[src/rtl/block_sync.sv]
// block_sync: receive-side 66b block synchronizer.
// Finds block alignment in a bit-shifted coded stream by hunting for valid
// 2-bit sync headers, then delivers aligned blocks plus lock status.
//
// Optional build macro: BLOCK_SYNC_ERR_CNT_EN adds o_sh_err_count, a
// saturating count of invalid headers seen while locked (reset-only clear).
//
// state    | meaning
// ---------+-------------------------------------------------------------
// S_UNLOCK | hunting: counting consecutive valid headers at this offset
// S_SLIP   | one cycle: advance bit offset, clear counters
// S_LOCK   | aligned: monitoring invalid headers per header window
module block_sync #(
  parameter int LEN_CODED_BLOCK = 66,
  parameter int LOCK_VALID      = 64,
  parameter int WINDOW          = 1024,
  parameter int MAX_INVALID     = 65
) (
  input  logic                       i_clock,
  input  logic                       i_reset,
  input  logic                       i_enable,
  input  logic [LEN_CODED_BLOCK-1:0] i_data,
  output logic [LEN_CODED_BLOCK-1:0] o_data,
  output logic                       o_valid,
  output logic                       o_block_lock,
`ifdef BLOCK_SYNC_ERR_CNT_EN
  output logic [15:0]                o_sh_err_count,
`endif
  output logic [6:0]                 o_offset
);

  localparam int SH_W  = $clog2(WINDOW) + 1;
  localparam int INV_W = $clog2(MAX_INVALID) + 1;

  typedef enum logic [1:0] {S_UNLOCK, S_SLIP, S_LOCK} state_t;

  state_t                       r_state;
  logic [LEN_CODED_BLOCK-1:0]   r_data_d1;
  logic [SH_W-1:0]              r_sh_cnt;
  logic [INV_W-1:0]             r_inv_cnt;

  logic [2*LEN_CODED_BLOCK-1:0] w_window;
  logic [6:0]                   w_rshift;
  logic [LEN_CODED_BLOCK-1:0]   w_aligned;
  logic                         w_sh_valid;
  logic [SH_W-1:0]              w_sh_cnt_inc;
  logic [INV_W-1:0]             w_inv_cnt_inc;
  logic                         w_lose_lock;
  logic [6:0]                   w_offset_next;

  // Offset k picks the 66 bits starting k bits into {previous, current};
  // a right shift by (66-k) then truncation lands exactly that slice.
  assign w_window      = {r_data_d1, i_data};
  assign w_rshift      = 7'(LEN_CODED_BLOCK) - o_offset;
  assign w_aligned     = LEN_CODED_BLOCK'(w_window >> w_rshift);
  assign w_sh_valid    = w_aligned[LEN_CODED_BLOCK-1] ^ w_aligned[LEN_CODED_BLOCK-2];
  assign w_sh_cnt_inc  = r_sh_cnt + SH_W'(1);
  assign w_inv_cnt_inc = r_inv_cnt + {{(INV_W-1){1'b0}}, ~w_sh_valid};
  assign w_lose_lock   = (r_state == S_LOCK) && (w_inv_cnt_inc == INV_W'(MAX_INVALID));
  assign w_offset_next = (o_offset == 7'(LEN_CODED_BLOCK - 1)) ? 7'd0 : o_offset + 7'd1;

  // Datapath registers and lock FSM; everything advances only on enabled cycles.
  always_ff @(posedge i_clock or negedge i_reset) begin
    if (!i_reset) begin
      r_state      <= S_UNLOCK;
      r_data_d1    <= '0;
      r_sh_cnt     <= '0;
      r_inv_cnt    <= '0;
      o_data       <= '0;
      o_valid      <= 1'b0;
      o_block_lock <= 1'b0;
      o_offset     <= 7'd0;
    end else if (i_enable) begin
      r_data_d1 <= i_data;
      o_data    <= w_aligned;
      // valid falls on the same edge that lock falls
      o_valid   <= (r_state == S_LOCK) && !w_lose_lock;
      case (r_state)
        S_UNLOCK: begin
          if (w_sh_valid) begin
            if (w_sh_cnt_inc == SH_W'(LOCK_VALID)) begin
              r_state      <= S_LOCK;
              o_block_lock <= 1'b1;
              r_sh_cnt     <= '0;
              r_inv_cnt    <= '0;
            end else begin
              r_sh_cnt <= w_sh_cnt_inc;
            end
          end else begin
            r_state <= S_SLIP;
          end
        end
        S_SLIP: begin
          o_offset  <= w_offset_next;
          r_sh_cnt  <= '0;
          r_inv_cnt <= '0;
          r_state   <= S_UNLOCK;
        end
        S_LOCK: begin
          if (w_lose_lock) begin
            r_state      <= S_SLIP;
            o_block_lock <= 1'b0;
            r_sh_cnt     <= '0;
            r_inv_cnt    <= '0;
          end else if (w_sh_cnt_inc == SH_W'(WINDOW)) begin
            r_sh_cnt  <= '0;
            r_inv_cnt <= '0;
          end else begin
            r_sh_cnt  <= w_sh_cnt_inc;
            r_inv_cnt <= w_inv_cnt_inc;
          end
        end
        default: r_state <= S_UNLOCK;
      endcase
    end else begin
      o_valid <= 1'b0;
    end
  end

`ifdef BLOCK_SYNC_ERR_CNT_EN
  logic [15:0] r_err_cnt;

  // Saturating tally of invalid headers observed while locked.
  always_ff @(posedge i_clock or negedge i_reset) begin
    if (!i_reset) begin
      r_err_cnt <= 16'd0;
    end else if (i_enable && (r_state == S_LOCK) && !w_sh_valid && (r_err_cnt != 16'hFFFF)) begin
      r_err_cnt <= r_err_cnt + 16'd1;
    end
  end

  assign o_sh_err_count = r_err_cnt;
`endif

endmodule

[config.mk]
export PLATFORM = sky130hd
export DESIGN_NAME = block_sync
export DESIGN_NICKNAME = d
export VERILOG_FILES = /design/src/rtl/block_sync.sv
export SDC_FILE = /design/constraint.sdc
export NUM_CORES = 1
export LEC_CHECK = 0
export BUFFER_PORTS_ARGS = -buffer_cell sky130_fd_sc_hd__buf_2
export CAP_MARGIN = 15
export CELL_PAD_IN_SITES_DETAIL_PLACEMENT = 1
export CELL_PAD_IN_SITES_GLOBAL_PLACEMENT = 1
export CORE_MARGIN = 5
export CORE_UTILIZATION = 40
export DETAILED_ROUTE_END_ITERATION = 8
export PLACE_DENSITY = 0.73
export SYNTH_ARGS = -nofsm -noshare
export SYNTH_HDL_FRONTEND = slang
export SYNTH_SLANG_ARGS = --single-unit
export TNS_END_PERCENT = 50
[constraint.sdc]
create_clock -name i_clock -period 7.94 [get_ports i_clock]
set_input_delay 0.397 -clock i_clock [delete_from_list [all_inputs] [get_ports i_clock]]
set_output_delay 0.397 -clock i_clock [all_outputs]
set_load 0.05 [all_outputs]
; After elaboration in Yosys (flattened, before gate mapping)
; Cells that the tools add are included.
[totals]
word_cells = 56
inputBits = 69
register_bits = 162
output_inout_bits = 75
[classes]
reduce_logical = 11
mux = 20
n_addsub = 4
n_shift = 1
bitwise = 2
eq_ne = 10
[ops]
columns = cell, n
row1 = 132-bit by 7-bit >> shifter with 66-bit output, 1
row2 = 11-bit 2-to-1 mux, 4
row3 = 11-bit case mux with 3 select lines, 1
row4 = 8-bit 2-to-1 mux, 4
row5 = 8-bit case mux with 3 select lines, 1
row6 = "11-bit by 1-bit adder with 11-bit output, second input constant", 1
row7 = "11-bit equality test, second input constant", 1
row8 = "11-bit by 7-bit equality test with 1-bit output, second input constant", 1
row9 = 8-bit by 1-bit adder with 8-bit output, 1
row10 = "8-bit by 7-bit equality test with 1-bit output, second input constant", 1
row11 = "7-bit by 1-bit adder with 7-bit output, second input constant", 1
row12 = "7-bit equality test, second input constant", 1
row13 = 7-bit 2-to-1 mux, 1
row14 = "7-bit subtractor, first input constant", 1
row15 = 2-bit 2-to-1 mux, 3
row16 = "2-bit inequality test, second input constant", 3
row17 = 3-bit AND reduction, 2
row18 = 5-bit AND reduction, 1
row19 = 1-bit 2-to-1 mux, 4
row20 = 2-bit case mux with 2 select lines, 1
row21 = 4-bit AND reduction, 1
row22 = "3-bit inequality test, second input constant", 1
row23 = 3-bit nonzero test, 1
row24 = "2-bit by 1-bit equality test with 1-bit output, second input constant", 1
row25 = 9 further kinds, 10

; Logic depth before layout (Yosys ltp)
; Gate-level depths: netlist of the first run.
[logic_depth]
depth_word = 10
ltp_mapped = 25
mapped_depth_nobuf = 21

; Worst setup path after synthesis of the first run
; No wires, ideal clock.
[synth_timing]
path_type = register -> register
startpoint = register o_offset[1]
endpoint = register r_inv_cnt[6]
path_slack_ps = 2469
t_required_ps = 7808
setup_ps = 132
arrival_time_ps = 5339
synth_period_minus_slack_ps = 5471
n_path_buf = 2
path_stages_with_launch = 22
cell_sequence = dfrtp_1 ha_1 buf_4 xor2_4 mux4_2 mux2_2 mux2i_2 nor4_1 or2_1 nor3_1 inv_1 ha_1 ha_1 and3_1 a31oi_1 o211ai_1 a2111oi_0 a311o_1 clkbuf_1 a31oi_1 o21ai_0 o41ai_2
[synth_via]
elab_chain_len = 9
elab_cells_between_ends = 12
classes_between = add/sub (2) / eq/ne (2) / shift (1) / mux (3) / bitwise (2) / reduce/logical (2)
[synth_lines]
columns = item, line_no
row1 = from (decl), 29  ; output logic [6:0] o_offset
row2 = from (signal assigned), 94  ; o_offset <= w_offset_next;
row3 = 7-bit subtractor (*), 54  ; assign w_rshift = 7'(LEN_CODED_BLOCK) - o_offset;
row4 = 132-bit by 7-bit >> shifter with 66-bit output (*), 55  ; assign w_aligned = LEN_CODED_BLOCK'(w_window >> w_rshift);
row5 = 1-bit XOR (*), 56  ; assign w_sh_valid = w_aligned[LEN_CODED_BLOCK-1] ^ w_aligned[LEN_CODED_BLOCK-2];
row6 = 1-bit inverter, 58  ; assign w_inv_cnt_inc = r_inv_cnt + {{(INV_W-1){1'b0}}, ~w_sh_valid};
row7 = 8-bit by 1-bit adder with 8-bit output, 58
row8 = 8-bit by 7-bit equality test with 1-bit output, 59  ; assign w_lose_lock = (r_state == S_LOCK) && (w_inv_cnt_inc == INV_W'(MAX_INVALID));
row9 = 1-bit logical AND, 59
row10 = 8-bit 2-to-1 mux, 100  ; if (w_lose_lock) begin
row11 = 8-bit case mux with 3 select lines, 78  ; case (r_state)
row12 = to (signal assigned), 110  ; r_inv_cnt <= w_inv_cnt_inc;
row13 = to (decl), 40  ; logic [INV_W-1:0] r_inv_cnt;
; Mark *: on every way between the ends. The rest lies on a longest branch, timed or not.
; A chain may end at the register's enable or synchronous reset.

; Final worst setup path of the first run
[layout_timing]
startpoint = register o_offset[0]
endpoint = register r_sh_cnt[2]
[layout_via]
elab_chain_len = 9
elab_cells_between_ends = 11
classes_between = add/sub (2) / eq/ne (2) / shift (1) / mux (2) / bitwise (2) / reduce/logical (2)
[layout_lines]
columns = item, line_no
row1 = 7-bit subtractor (*), 54
row2 = 132-bit by 7-bit >> shifter with 66-bit output (*), 55
row3 = 1-bit XOR (*), 56
row4 = 1-bit inverter, 58
row5 = 8-bit by 1-bit adder with 8-bit output, 58
row6 = 8-bit by 7-bit equality test with 1-bit output, 59
row7 = 1-bit logical AND, 59
row8 = 11-bit 2-to-1 mux, 100
row9 = 11-bit case mux with 3 select lines, 78
row10 = to (signal assigned), 87  ; r_sh_cnt <= w_sh_cnt_inc;
row11 = to (signal assigned), 109  ; r_sh_cnt <= w_sh_cnt_inc;
row12 = to (decl), 39  ; logic [SH_W-1:0] r_sh_cnt;
; Marks and branches as above.

==> results of run 1 <==
metrics by stage:
step | instances | setup slack, ns | instance area [sq um] | hold slack, ns | util, %
6_report | 2299 | 0.808 | 17400 | 0.00430 | 44.8
4_1_cts | 2298 | 0.857 | 17400 | 0.0371 | 44.8
5_1_grt | 2298 | 0.177 | 17400 | 0.0781 | 44.8
3_3_place_gp | 2266 | 1.13 | 16700 | 0.473 | 43.2
3_5_place_dp | 2266 | 0.874 | 16700 | 0.476 | 43.2
2_1_floorplan | 1738 | 2.47 | 15700 | 0.101 | -
cell usage in the layout (no fill, tap or decap), types with 4 or more instances in the layout:
cell         n
nand2_1    264
mux2i_1    176
nor2_1     174
dfrtp_1    161
buf_2      141
mux4_2     120
a21oi_1    108
o21ai_0    108
mux2_2      99
nand3_1     47
o211ai_1    42
buf_4       31
a211oi_1    29
a31oi_1     25
inv_1       21
a221oi_1    17
clkbuf_16   17
nor3_1      15
o31ai_1     13
and2_1      12
and3_1      10
a311oi_1    10
mux2_1       8
nand4_1      7
ha_1         7
nor2b_1      6
xor2_4       5
o2bb2ai_1    5
a32oi_1      5
o221ai_1     5
nor4_1       4
xnor2_2      4
xnor2_1      4
nand2b_1     4
o21a_1       4
clkbuf_8     4
clkinv_4     4
logic make-up after synthesis:
| family | after synthesis | synth area share [%] |
|---|---|---|
| XOR/XNOR | 17 | 1.12 |
| multiplexers | 405 | 36.3 |
| adder cells (fa/ha/maj) | 8 | 0.637 |
| AO/OA/AOI/OAI | 403 | 16.2 |
| flip-flops | 162 | 25.8 |
| buffers and inverters | 186 | 5.14 |
| AND/OR/NAND/NOR | 557 | 14.8 |
registers in the layout, summed over array words and instances (netlist names):
| register | count |
|---|---|
| r_state | 2 |
| r_sh_cnt | 11 |
| o_valid | 1 |
| o_data | 66 |
| o_block_lock | 1 |
| r_data_d1 | 66 |
| o_offset | 7 |
| r_inv_cnt | 8 |
worst register-to-register path, delay by kind of cell, from the launching register on:
kind,cells,cell delay [ns]
compound gates,8,2.20
fa+ha+maj,3,1.32
mux,4,1.29
simple gates,3,0.82
buf+inv,2,0.71
flops,1,0.67
path summary, 6_finish.rpt:
| path | to | slack [ns] | depth (start not counted) |
|---|---|---|---|
| max | r_sh_cnt[2] | 0.81 | 20 |
| min | r_data_d1[45] | 0.004 | 1 |
| max reg2reg | r_sh_cnt[2] | 0.81 | 20 |
| min reg2reg | o_data[20] | 0.49 | 1 |
| max in group asynchronous | o_offset[0] | 6.39 | 2 |
| min in group i_clock | r_data_d1[0] | 0.18 | 2 |
cell type report:
type	count	area share, %
antenna	1	0.0144
multi-input combinational	1390	63.2
inverter	22	0.476
tap	518	3.73
timing repair buffer	174	5.53
clock inverter	11	0.879
clock buffer	21	2.77
sequential	162	23.4
routing by layer:
layer | global-route usage (%) | part of all wire (%) | vias to the layer above
met2 | 44.8 | 46 | 575
li1 | - | - | 6550
met1 | 42.6 | 46 | 7671
met3 | 4.58 | 6.4 | 73
met4 | 7.02 | 2.3 | 0
met5 | 0 | 0 | -
synth_stat cells, types with 6 or more instances:
master      n  area share (%)
xnor2_1     8            0.45
o211ai_1   42             2.0
a311oi_1   10            0.56
inv_1      21            0.50
nand3_1    47             1.5
and2_1     12            0.48
mux2i_1   176              11
dfrtp_1   162              26
nand4_1     7            0.28
a221oi_1   17            0.95
o21ai_0   108             3.4
nor2b_1     6            0.24
o31ai_1    13            0.62
buf_1      26            0.62
nand2_1   264             6.3
xor2_1      7            0.39
nor3_1     15            0.48
mux2_1      8            0.57
nor2_1    174             4.2
and3_1     10            0.40
a211oi_1   29             1.4
mux4_2    120              17
clkbuf_1   93             2.2
mux2_2     99             7.1
a31oi_1    25             1.0
buf_2      36             1.1
a21oi_1   108             3.4
ha_1        8            0.64
==> impl_metrics.toml, run 1 <==
[clocking]
cts_tree = "done"
hold_buffers = 0
clkTransAtPathRegs_ns = 0.08
clk_latency_ns = 0.47
h-tree-depth = 4
root_buffer = "clkbuf_16"
cts_setup_buffers = 0
cts-resized-gates = 0
clk_path_buf_depth = 2
numCtsBuffers = 17
clock-sinks = 162

[sta]
worst_slew_pin_slew_ns = 1.03
slew_viol_final = 0
setup_viol = 0
hold_viol = 0
fin_crit_ns = 7.13
tns_ns = 0
max_freq_ghz = 0.140
min_period_over_period_pct = 89.8
rsz0062_at_grt = "no"
clock-skew-final_ns = 0.0195
relSlewSlack_pct = 31.4

[yosys]
synth_fp_nets = 1815
synth.distinct_cells = 66
synthArstFlopShare_pct = 100
synth_edf_count = 0
netlist_area_sq_mm = 0.0157
synth_ff_type = "dfrtp_1"
ys.warnings.count = 0
syn_avg_cell_area_sq_um = 9.04
syn_inst = 1738
ys_ff_latch = 162
synth_seq_area_share_pct = 25.8

[critical_path]
rr_startpoint = "o_offset[0]"
crit_type = "reg -> reg"
cpLargestDelayFamily = "compound AO/OA/AOI/OAI gates"
crit_chain = "ha_4 > buf_4 > mux2i_1 > mux4_2 > a21oi_1 > a211o_1 > mux2i_1 > nor3_1 > inv_1 > ha_1 > ha_1 > and3_1 > a31oi_1 > o211ai_1 > a2111oi_0 > a311o_1 > mux2_2 > nor2_1 > o21ai_0 > o21ai_0"
cp-start-kind = "flip-flop"
worstSetupEndpointType = "flip-flop"
crit_required_ns = 8.28
timing.critical_path.from = "o_offset[0]"
worstPathMaxFanout = 48
arrival_ns = 7.47
max_stage_delay_ns = 0.80
worstPathBufferInverterCount = 2
critPathSlowestCell = "ha_4"

[global_route]
grt_start_max_net_pins = 129
grt_pass1_vias = 14800
grt_pass1_wl_um = 97000
antenna_found_initial = 1
grt_usage_pct = 28.9
grt-ovfl-total = 0

[die]
die_y_um = 208
die_area_sq_mm = 0.0433
pin_count = 144
initial_core_util_pct = 40.6
fp.dieW_um = 208
rows = 72
core_region_area_sq_mm = 0.0387

[route]
vias_per_cell = 6.47
wl_per_cell_um = 27.8
drt_iter0_drc = 1537
wl_um = 63900
drc_errors = 0
vias = 14900
first_pass_iters = 5
ant_nets = 0

[job]
maxCapViolCount = 0

[layout]
multi_input_area_sq_mm = 0.0110
fin_nets = 1844
regArea_sq_mm = 0.00406
drive_above_1_share_pct = 25.2
fillCellCount = 4524
area_delta_synth_final_pct = 10.5

[placed_design]
dpl.hpwl_um = 49100
gp_congestion = 1.02
io_buffers = 143

[run_status]
status = "finished, final reports clean"

[min_path]
hold_class = "in -> async"
Power of run 1 is left out: the tool's default activity adds up to more than one toggle a clock period on the data nets, which glitch-free logic cannot reach.
==> run 2, diff against run 1 <==
--- a/config.mk
+++ b/config.mk
@@ -5,6 +5,8 @@
 export SDC_FILE = /design/constraint.sdc
 export NUM_CORES = 1
 export LEC_CHECK = 0
+export ABC_AREA = 1
+export ABC_CLOCK_PERIOD_IN_PS = 7940
 export BUFFER_PORTS_ARGS = -buffer_cell sky130_fd_sc_hd__buf_2
 export CAP_MARGIN = 15
 export CELL_PAD_IN_SITES_DETAIL_PLACEMENT = 1
@@ -12,7 +14,7 @@
 export CORE_MARGIN = 5
 export CORE_UTILIZATION = 40
 export DETAILED_ROUTE_END_ITERATION = 8
-export PLACE_DENSITY = 0.73
+export PLACE_DENSITY = 0.8
 export SYNTH_ARGS = -nofsm -noshare
 export SYNTH_HDL_FRONTEND = slang
 export SYNTH_SLANG_ARGS = --single-unit
==> run 2 against run 1 <==
Against the previous run:
- sequential cell count unchanged
- count of clock-buffer cells in the layout increased by 3
- first-iteration DRC count increased by 5.8%
- global-route usage increased by 3.8 points
- register-to-register slack improved by 1.6 ns
- sequential share of layout area increased by 0.58 points
- largest cell class unchanged
==> impl_metrics.toml, run 2 <==
[critical_path]
cp_common_cell = "nand2_1"
max_stage_delay_ns = 0.78
cpLargestDelayFamily = "simple AND/OR/NAND/NOR gates"
r2r_slack_ns = 2.38
worstPathMaxFanout = 45
arrival_ns = 5.94
crit_required_ns = 8.32
cp-start-kind = "flip-flop"
crit_type = "reg -> reg"
crit_cells = 30
reg2reg_depth = 30
worstPathBufferInverterCount = 4
worstSetupEndpointType = "flip-flop"
critPathSlowestCell = "dfrtp_4"

[yosys]
synth_common_cells = "946 x nand2_1, 375 x nand3_1, 236 x o21ai_0, 167 x nor2_1, 162 x dfrtp_1"
netlist_area_sq_mm = 0.0157
ys.warnings.count = 0
syn_inst = 2639
synth_top_area_share_pct = 25.9
synth_area_leaders = "dfrtp_1 26%, nand2_1 23%, nand3_1 12%, o21ai_0 7.5%, nor2_1 4.0%"
synth_ff_type = "dfrtp_1"
synth_seq_area_share_pct = 25.9
synthArstFlopShare_pct = 100
syn_avg_cell_area_sq_um = 5.94
synth_top_area_cell = "dfrtp_1"
synth_fp_nets = 2716
yosysMostFrequentCell = "nand2_1"
synth.distinct_cells = 46
ys_ff_latch = 162
synth_edf_count = 0

[die]
fp.dieW_um = 208
core_region_area_sq_mm = 0.0387
die_y_um = 208
initial_core_util_pct = 40.5
pin_count = 144
die_area_sq_mm = 0.0433
rows = 72

[sta]
hold_viol = 0
relSlewSlack_pct = 29.7
clock-skew-final_ns = 0.0168
worst_slew_pin_slew_ns = 1.04
fin_crit_ns = 5.56
min_period_over_period_pct = 70.1
setup_viol = 0
rsz0062_at_grt = "no"
max_freq_ghz = 0.180
slew_viol_final = 0
tns_ns = 0

[layout]
layout_common_cells = "945 x nand2_1, 375 x nand3_1, 236 x o21ai_0, 165 x nor2_1, 161 x dfrtp_1"
area_delta_synth_final_pct = 8.08
reg.largest.list = "o_data x66, r_data_d1 x66, r_sh_cnt x11"
fin_nets = 2706
mostFrequentLayoutCell = "nand2_1"
antenna_cells = 0
fillCellCount = 5395
drive_above_1_share_pct = 9.95

[clocking]
numCtsBuffers = 17
root_buffer = "clkbuf_16"
cts_tree = "done"
clock-sinks = 162
clkTransAtPathRegs_ns = 0.07
clk_path_buf_depth = 2
clk_latency_ns = 0.50
h-tree-depth = 4

[placed_design]
io_buffers = 143
dpl.hpwl_um = 54900
gp_congestion = 1.05

[job]
maxCapViolCount = 0

[route]
drc_errors = 0
dr_wl_met3_um = 4380
first_pass_iters = 5
vias = 18700
drt_iter0_drc = 1626
wl_um = 71900
route.met2.wl_um = 32200
drt-met1-wl_um = 30000
wl_per_cell_um = 22.8
vias_per_cell = 5.93
ant_nets = 0
top_layer = "met4"

[global_route]
grt_usage_pct = 32.7
antenna_found_initial = 0
grt_start_max_net_pins = 103
grt_pass1_vias = 19000
grt-ovfl-total = 0
grt_pass1_wl_um = 112000

[min_path]
whs_path_depth = 3
hold_class = "in -> reg"

[run_status]
status = "finished, final reports clean"
==> run 2: changes by cell type in the layout (fill, tap and decap cells not counted), moves of 99 or more <==
cell	before	now
nand2_1	264	945
nand3_1	47	375
mux2i_1	176	47
o21ai_0	108	236
mux4_2	120	0
mux2_2	99	0
==> run 2: area by class of cell <==
class	instances	area (sq um)	share of cell area [%]
multi-input combinational	2163	10300	60.5
timing repair buffer	172	945	5.58
tap	518	648	3.83
clock inverter	8	126	0.746
clock buffer	24	482	2.84
sequential	162	4060	23.9
inverter	113	434	2.56
==> run 2: per-layer routing <==
metal  GRT usage [%]  up-vias
met5               0        -
met2            52.2      648
li1                -     8769
met1            40.4     9135
met3            6.75      179
met4            20.3        0
==> run 2: path summary, 6_finish.rpt <==
check / endpoint / startpoint
min in group asynchronous: r_inv_cnt[3] / i_reset
worst max-delay path: r_sh_cnt[6] / o_offset[0]
worst min-delay path: r_data_d1[5] / i_data[5]
worst max register to register: r_sh_cnt[6] / o_offset[0]
worst min register to register: o_data[31] / o_data[31]
max in group asynchronous: o_offset[0] / i_reset
==> run 2: timing repair <==
action                                  4_1_cts  5_1_grt
endpoints found under the setup margin        0        0
gates resized for setup                       0        0
endpoints found under the hold margin        51        0
buffers inserted                              0        0
hold buffers                                  1        0
==> run 2: kinds of logic after synthesis <==
kind of cell	synth area share (%)
compound gates	18.0
fa+ha+maj	0.638
buf+inv	9.30
xor+xnor	0.782
flops	25.9
simple gates	42.4
mux	3.00
==> run 2: worst register-to-register path, delay by kind of cell, from the launching register on <==
kind	cells	cell delay [ns]
DFF	1	0.78
and+or+nand+nor	25	3.65
adders and majority gates	1	0.16
buffers and inverters	4	0.86
==> run 2: stage by stage <==
step / instance area (sq um) / util, % / setup WS, ns / cells / hold slack (ns)
6_report: 16900 / 43.7 / 2.38 / 3160 / 0.157
5_1_grt: 16900 / 43.7 / 1.86 / 3160 / 0.149
4_1_cts: 16900 / 43.7 / 2.44 / 3160 / 0.119
3_5_place_dp: 16300 / 42.1 / 2.47 / 3127 / 0.404
3_3_place_gp: 16300 / 42.1 / 2.64 / 3127 / 0.400
2_1_floorplan: 15700 / - / 3.97 / 2639 / 0.101
Power of run 2 is left out for the same reason.
==> run 3, diff against run 2 <==
--- a/config.mk
+++ b/config.mk
@@ -6,7 +6,7 @@
 export NUM_CORES = 1
 export LEC_CHECK = 0
 export ABC_AREA = 1
-export ABC_CLOCK_PERIOD_IN_PS = 7940
+export ABC_CLOCK_PERIOD_IN_PS = 5800
 export BUFFER_PORTS_ARGS = -buffer_cell sky130_fd_sc_hd__buf_2
 export CAP_MARGIN = 15
 export CELL_PAD_IN_SITES_DETAIL_PLACEMENT = 1
==> constraint.sdc (replaced) <==
create_clock -name i_clock -period 5.8 [get_ports i_clock]
set_input_delay 0.29 -clock i_clock [delete_from_list [all_inputs] [get_ports i_clock]]
set_output_delay 0.29 -clock i_clock [all_outputs]
set_load 0.05 [all_outputs]
==> run 3 against run 2 <==
Against the previous run:
- maximum frequency rose by 13%
- utilization rose by 0.32 points
- clock skew barely moved
- worst setup slack lost 1.5 ns
- routed wire length rose by 4.2%
- cell area up 0.74%
- non-clock buffer count rose by 10
- sequential share of layout area shrank 0.18 points
- register-to-register slack got worse by 1.5 ns
- highest routed layer unchanged
==> impl_metrics.toml, run 3 (synthesis results as in run 2) <==
[critical_path]
worstPathBufferInverterCount = 3
worstPathMaxFanout = 82
max_stage_delay_ns = 0.60
cp_common_cell = "nand3_1"
crit_required_ns = 6.23
critPathSlowestCell = "inv_4"
rr_endpoint = "r_sh_cnt[2]"
cp-start-kind = "flip-flop"
rr_startpoint = "o_offset[0]"
worstSetupEndpointType = "flip-flop"
r2r_slack_ns = 0.89
reg2reg_depth = 26
crit_type = "reg -> reg"
cpLargestDelayFamily = "simple AND/OR/NAND/NOR gates"
arrival_ns = 5.33

[clocking]
hold_buffers = 2
clk_latency_ns = 0.49
clk_path_buf_depth = 2
root_buffer = "clkbuf_16"
h-tree-depth = 4
clkTransAtPathRegs_ns = 0.07
numCtsBuffers = 17
clock-sinks = 162
cts_tree = "done"
cts_setup_buffers = 0
cts-resized-gates = 0

[layout]
fin_nets = 2716
antenna_cells = 0
drive_above_1_share_pct = 10.3
reg.largest.list = "o_data x66, r_data_d1 x66, r_sh_cnt x11"
post-route-util_pct = 44.1
layout_common_cells = "945 x nand2_1, 375 x nand3_1, 236 x o21ai_0, 165 x nor2_1, 161 x dfrtp_1"
mostFrequentLayoutCell = "nand2_1"
area_delta_synth_final_pct = 8.87

[sta]
max_freq_ghz = 0.204
clock-skew-final_ns = 0.0170
setup_viol = 0
relSlewSlack_pct = 25.5
fin_crit_ns = 4.91
min_period_over_period_pct = 84.6
rsz0062_at_grt = "no"
worst_slew_pin_slew_ns = 1.11
tns_ns = 0
hold_viol = 0
holdWs_ns = 0.0449
slew_viol_final = 0

[min_path]
whs_path_depth = 3
whs_endpoint = "r_data_d1[57]"
hold_class = "in -> reg"
min_from = "i_data[57]"

[die]
die_y_um = 208
pin_count = 144
fp.dieW_um = 208
rows = 72
die_area_sq_mm = 0.0433
core_region_area_sq_mm = 0.0387
initial_core_util_pct = 40.5

[placed_design]
io_buffers = 143
gp_congestion = 1.02
dpl.hpwl_um = 57500

[route]
drc_errors = 0
wl_per_cell_um = 23.6
ant_nets = 0
drt_iter0_drc = 1822
first_pass_iters = 5
vias = 18800
vias_per_cell = 5.93
wl_um = 74900

[global_route]
grt_start_max_net_pins = 105
grt-ovfl-total = 0
antenna_found_initial = 0
grt_usage_pct = 34.1
grt_pass1_wl_um = 116000
grt_pass1_vias = 19100

[job]
maxCapViolCount = 0

[run_status]
status = "finished, final reports clean"
==> run 3: cell types whose count changed in the layout (fill, tap and decap cells not counted), sizes merged <==
cell	delta
buf	+9
bufinv	+2
clkbuf	-2
clkinvlp	-1
dlygate4sd3	+1
==> run 3: per-stage QoR <==
stage	cell area, sq um	setup WS, ns	cells
3_3_place_gp	16400	1.14	3136
3_5_place_dp	16400	1.01	3136
2_1_floorplan	15700	1.83	2639
5_1_grt	17100	0.422	3169
6_report	17100	0.893	3169
4_1_cts	17100	0.946	3169
==> run 3: worst register-to-register path, stage by stage (launching register included) <==
cell     delay (ns)
dfrtp_4        0.53
ha_4           0.28
inv_4          0.60
nand3_1        0.26
nand3_1        0.17
nand3_1        0.12
nand3_1        0.16
nand3_1        0.16
nand3_1        0.15
nand2_1        0.13
nand2_2        0.13
nand2_1        0.08
inv_1          0.06
ha_1           0.16
nand3_1        0.11
nor3_1         0.36
xor2_1         0.26
nor2_1         0.06
nand3_1        0.09
nand2_1        0.07
inv_1          0.11
nand2_2        0.16
nand2_1        0.10
nand2_1        0.16
nor2_1         0.15
nand4_1        0.12
nand2_1        0.11
==> run 3: area by class of cell <==
type	instances	area (sq um)
clock buffer	22	464
clock inverter	9	179
fill	5383	21700
inverter	113	434
multi-input combinational	2163	10300
sequential	162	4060
tap	518	648
timing repair buffer	182	1030
==> run 3: layer usage <==
layer	wire (um)	global-route usage (%)	part of all wire [%]	vias up
met4	5310	21.1	7.1	0
li1	-	-	-	8761
met5	0	0	0	-
met3	3990	5.59	5.3	187
met1	31100	42.3	42	9243
met2	34500	55.7	46	608
==> run 3: worst max-delay path by stage <==
| stage | cells past startpoint | from | to | slack, ns |
|---|---|---|---|---|
| floorplan | 31 | o_offset[1] | r_sh_cnt[6] | 1.83 |
| global placement | 28 | o_offset[0] | r_sh_cnt[7] | 1.14 |
| detailed placement | 31 | o_offset[0] | r_sh_cnt[1] | 1.01 |
| CTS | 29 | o_offset[0] | r_sh_cnt[2] | 0.95 |
| global route | 27 | o_offset[0] | r_sh_cnt[1] | 0.42 |
| finish | 26 | o_offset[0] | r_sh_cnt[2] | 0.89 |
Power of run 3 is left out for the same reason.
